**src/rtl/pipe_stage_bank.sv**
```systemverilog
// pipe_stage_bank: a bank of STAGES inter-stage pipeline registers.
// Each register has a WIDTH-bit payload and a valid bit.
// A stall request freezes every upstream register and bubbles its own register.
// A flush request kills a register.
// Three saturating counters record retired, stalled and flushed cycles.
module pipe_stage_bank #(
  parameter int unsigned STAGES      = 4,
  parameter int unsigned WIDTH       = 64,
  parameter int unsigned BUBBLE_ZERO = 1,
  parameter int unsigned CNT_W       = 16
) (
  input  logic                      clk,
  input  logic                      rst,
  input  logic [STAGES*WIDTH-1:0]   d_in,
  input  logic [STAGES-1:0]         v_in,
  input  logic [STAGES-1:0]         stall_req,
  input  logic [STAGES-1:0]         flush_req,
  input  logic                      cnt_clr,
  output logic [STAGES*WIDTH-1:0]   q_out,
  output logic [STAGES-1:0]         v_out,
  output logic [STAGES-1:0]         frozen,
  output logic                      empty,
  output logic [CNT_W-1:0]          retire_cnt,
  output logic [CNT_W-1:0]          stall_cnt,
  output logic [CNT_W-1:0]          flush_cnt
);

  // Register state. A packed layout lets q_out be a direct view of the registers.
  logic [STAGES-1:0][WIDTH-1:0] q_reg;
  logic [STAGES-1:0]            v_reg;
  logic [STAGES-1:0][WIDTH-1:0] q_next;
  logic [STAGES-1:0]            v_next;
  logic [STAGES-1:0]            bubble;

  logic [CNT_W-1:0] retire_reg;
  logic [CNT_W-1:0] stall_reg;
  logic [CNT_W-1:0] flush_reg;

  // Increment that sticks at all-ones instead of wrapping.
  function automatic logic [CNT_W-1:0] sat_inc(input logic [CNT_W-1:0] c);
    return (&c) ? c : c + CNT_W'(1);
  endfunction

  // The last register has nothing downstream, so it never holds.
  assign frozen[STAGES-1] = 1'b0;

  genvar gi;
  generate
    for (gi = 0; gi < STAGES - 1; gi++) begin : g_frozen
      // A register holds when any stage further downstream is stalling.
      assign frozen[gi] = |stall_req[STAGES-1:gi+1];
    end

    for (gi = 0; gi < STAGES; gi++) begin : g_next
      // Flush beats freeze.
      // A stage's own stall only bubbles the register when nothing downstream froze it.
      assign bubble[gi] = flush_req[gi] | (stall_req[gi] & ~frozen[gi]);

      // A bubble either zeroes the payload or keeps it, depending on BUBBLE_ZERO.
      assign q_next[gi] = bubble[gi] ? ((BUBBLE_ZERO != 0) ? '0 : q_reg[gi])
                        : frozen[gi] ? q_reg[gi]
                        : d_in[gi*WIDTH +: WIDTH];

      assign v_next[gi] = bubble[gi] ? 1'b0
                        : frozen[gi] ? v_reg[gi]
                        : v_in[gi];
    end
  endgenerate

  // All state updates: pipeline registers and performance counters.
  always_ff @(posedge clk) begin
    if (rst) begin
      q_reg      <= '0;
      v_reg      <= '0;
      retire_reg <= '0;
      stall_reg  <= '0;
      flush_reg  <= '0;
    end else begin
      q_reg <= q_next;
      v_reg <= v_next;
      if (cnt_clr) begin
        retire_reg <= '0;
        stall_reg  <= '0;
        flush_reg  <= '0;
      end else begin
        if (v_reg[STAGES-1]) retire_reg <= sat_inc(retire_reg);
        if (|stall_req)      stall_reg  <= sat_inc(stall_reg);
        if (|flush_req)      flush_reg  <= sat_inc(flush_reg);
      end
    end
  end

  assign q_out      = q_reg;
  assign v_out      = v_reg;
  assign empty      = ~|v_reg;
  assign retire_cnt = retire_reg;
  assign stall_cnt  = stall_reg;
  assign flush_cnt  = flush_reg;

endmodule

```
**config.mk**
```make
export PLATFORM = sky130hd
export DESIGN_NAME = pipe_stage_bank
export DESIGN_NICKNAME = d
export VERILOG_FILES = /design/src/rtl/pipe_stage_bank.sv
export SDC_FILE = /design/constraint.sdc
export NUM_CORES = 1
export LEC_CHECK = 0
export CAP_MARGIN = 20
export CORE_AREA = 2 2 228 230
export DETAILED_ROUTE_END_ITERATION = 16
export DIE_AREA = 0 0 230 232
export SKIP_CTS_REPAIR_TIMING = 1
export SYNTH_ARGS = -nofsm -noshare
export SYNTH_HDL_FRONTEND = slang
export SYNTH_SLANG_ARGS = --single-unit
```
**constraint.sdc**
```tcl
create_clock -name clk -period 4.7 [get_ports clk]
set_clock_uncertainty 0.05 [all_clocks]
set_input_delay 0.94 -clock clk [delete_from_list [all_inputs] [get_ports clk]]
set_output_delay 0.94 -clock clk [all_outputs]
set_load 0.03 [all_outputs]
```
Word level (Yosys, flattened, before mapping)
Index checks and enable logic that the tools add are counted.
{"block": "classes", "reduce_logical": 17, "addsub": 3, "bitwise": 13}
{"op": "$add A16 B1 Y16 const B", "count": 3}
{"op": "$reduce_and A16 Y1", "count": 3}
{"op": "$reduce_or A2 Y1", "count": 6}
{"op": "$reduce_or A4 Y1", "count": 3}
{"op": "$not A1 Y1", "count": 6}
{"op": "$reduce_and A2 Y1", "count": 3}
{"op": "$or A1 B1 Y1", "count": 4}
{"op": "$and A1 B1 Y1", "count": 3}
{"op": "$reduce_or A3 Y1", "count": 1}
{"op": "$logic_not A1 Y1", "count": 1}
{"block": "totals", "output_inout_bits": 313, "regBits": 308, "elab_cells": 44}

Logic depth before layout (Yosys ltp)
{"block": "depth", "depth_word": 5, "ltp_mapped": 9, "mapped_depth_nobuf": 6}

Worst setup path after synthesis
No wires, ideal clock.
{"block": "synth_timing", "kind": "input -> output", "startpoint": "input port stall_req[3]", "endpoint": "output port frozen[0]", "arrival_time_ps": 1873, "n_path_buf": 2, "setup_slack_ps": 1837, "required_time_ps": 3710, "path_stages": 6, "cell_sequence": "buf_2 > nor2_1 > inv_2 > nor2_1 > inv_2 > clkbuf_1"}
{"block": "synth_via", "elab_chain_len": 1}
{"item": "from (decl)", "line": "16", "text": "input logic [STAGES-1:0] stall_req,"}
{"item": "$reduce_or A3 Y1", "line": "51", "text": "assign frozen[gi] = |stall_req[STAGES-1:gi+1];"}
{"item": "to (decl)", "line": "21", "text": "output logic [STAGES-1:0] frozen,"}
No other way between the ends.

Final worst setup path
{"block": "layout_timing", "startpoint": "input port stall_req[2]", "endpoint": "output port frozen[0]"}
Same word-level chain as after synthesis.

==> impl_metrics.ini <==
[cts]
worstSkewPairLatency_ps = 540
clock-root-buffer = clkbuf_16
numCtsBuffers = 38
clockBufferDepth = 3
htree_num_levels = 2
tritoncts = yes
clk_pin_slew_worst_paths_ps = 60
cts_sinks = 308

[final_layout]
drive_above_1_share_pct = 4.64
antenna_cells = 0
final_core_util_pct = 36.8
area_growth_pct = 69.6
final-seq-area_sq_um = 6170
fillers = 5163
multiInputGateArea_sq_um = 4560
layout.nets = 2064

[critical_path]
startpoint_type = primary input
critPathCaptureType = output port
cp_max_fo = 24
cp.required_ps = 3710
rr_worst_depth = 5
crit_type = in2out
critPathArrivalTime_ps = 2550

[floorplan]
die_y_um = 232
core_area_sq_um = 50900
die_w_um = 230
initial_core_util_pct = 21.7
pin_count = 584
rows = 83
die_area_sq_um = 53400

[synth]
muxShareOfSynthArea_pct = 6.79
synthXorXnorAreaFrac_pct = 0
synth_top_family_by_area = simple AND/OR/NAND/NOR gates
synth-simple-area-share_pct = 22.4
async_flop_share_pct = 0
synth_compound_area_share_pct = 11.4
ys_seq_area_share_pct = 55.8
syn_nets = 1506
synth_flop_cell = dfxtp_1
yosys.area.top_type = dfxtp_1
synth_area_leaders = dfxtp_1 (56%), nand2_1 (10%), a21oi_1 (7.2%), mux2i_1 (6.8%), and2_1 (3.8%)
yosysMostFrequentCell = dfxtp_1
synth_warnings = 0
yosys.area_share.adder_pct = 0.340
synth_common_cells = dfxtp_1 (308), nand2_1 (293), a21oi_1 (159)
synth-seq-cells = 308
syn_avg_cell_area_sq_um = 8.97
ys_types = 46
synth_area_sq_um = 11100
synth_edf_count = 0
syn-instance-count = 1232
synth.top_cell.area_share_pct = 55.8

[global_route]
grt-ovfl-total = 0
grt_antenna_before_repair = 1
grt_pass1_vias = 10659
track_usage_pct = 14.7
grt_pass1_wl_um = 61300
grt_start_max_net_pins = 67

[timing]
grt_setup_unrepaired = false
fmax_ghz = 0.282
slew_headroom_pct = 35.6
tns_ps = 0
min_period_over_period_pct = 75.3
finalCriticalPeriod_ps = 3540
final-hold-violation-count = 0
worst_slack_ps = 1160
holdWs_ps = 403
worst_pin_slew_ps = 962
setup_violations = 0
drv_slew = 0

[placed_design]
dp_slack_ps = 1090
globalplace.congestion = 0.836
post-dp-hpwl_um = 30900
port_buffers = 582

[route]
via_per_inst = 4.35
vias = 10840
postRouteAntennaNets = 0
firstDrtPassIters = 7
drt_iter0_drc = 514
routed_wl_um = 41500
drc = 0
wire_per_inst_um = 16.7

[power_and_ir_drop]
total_power_mw = 6.24
power.density_nw_per_um2 = 333
p_leak_nw = 6.65
irDropWorstVdd_uv = 262

[job]
cap_violations = 0

[worst_hold_path]
min_path_cells = 2
hold_path_class = reg2reg

[status]
outcome = finished clean
-- final timing paths --
kind / to / slack [ps] / from
max: frozen[0] / 1160 / stall_req[2]
min: q_out[123] / 400 / q_out[123]
max reg2reg: flush_cnt[5] / 2620 / flush_cnt[0]
min reg2reg: q_out[123] / 400 / q_out[123]
-- final cells by class --
| type | instances | share of cell area, % |
|---|---|---|
| Clock buffer | 49 | 5.57 |
| Clock inverter | 11 | 0.908 |
| Inverter | 10 | 0.200 |
| Multi-Input combinational cell | 837 | 24.3 |
| Sequential cell | 308 | 32.9 |
| Tap cell | 680 | 4.54 |
| Timing Repair Buffer | 595 | 31.6 |
-- stage by stage --
step	cells	area, sq um
final	2490	18700
after global routing	2490	18700
after CTS	2490	18700
after detailed placement	2430	17500
after global placement	2429	17500
after floorplan	1232	11100
-- power by group --
group          switching, mW  internal, mW
registers             0.0261          2.66
clock network           1.12          1.78
logic                  0.310         0.342
-- per-layer routing --
layer  vias to the layer above  global-route usage (%)  share of wire, %
met1                      5091                    16.8                40
met4                         2                    4.64               2.5
met5                         -                       0             0.029
li1                       5291                       -                 -
met3                        62                    5.08               8.2
met2                       394                    25.5                49
-- logic make-up after synthesis --
group / after synthesis
muxes: 75
other: 1
and+or+nand+nor: 538
DFF: 308
AOI/OAI and AO/OA: 220
buffers and inverters: 87
adders and majority gates: 3
-- critical path, cell delays in order --
cell             delay, ps
clkdlybuf4s50_1        540
nor2_4                 180
inv_2                   80
nor2_4                 500
inv_2                  100
buf_4                  190
-- cell usage in the layout, fill, tap and decap left out, types with 3 or more instances in the layout --
cell             netlist  routed
clkbuf_8               0       3
nor2_1                78      76
o21ai_0               17      16
and4_1                 8       8
clkdlybuf4s50_1        0     580
and3_1                10      10
a2111o_1               5       5
buf_4                  2      15
mux2i_1               75      75
o31ai_1                8       8
inv_1                  8       8
o311ai_0               6       6
and2_1                68      68
a21oi_1              159     159
bufinv_16              0       4
ha_1                   3       3
clkinv_2               0       3
a211oi_1               3       3
dfxtp_1              308     308
nand2_1              293     293
or3_1                 12      12
a311oi_1               3       3
or2_2                  3       3
o41ai_1                6       6
nor4_1                11      11
nor3_1                 7       6
nand4_1               12      12
clkbuf_1              50       7
nand3_1               17      17
clkbuf_16              0      39
or4_1                 10      10
a41oi_1                3       3
-- state kept, by name, summed over array words and instances, names as in the netlist --
signal and cells:
flush_cnt 16, q_out 256, retire_cnt 16, stall_cnt 16, v_out 4
Power figures use the tool's default switching activity.
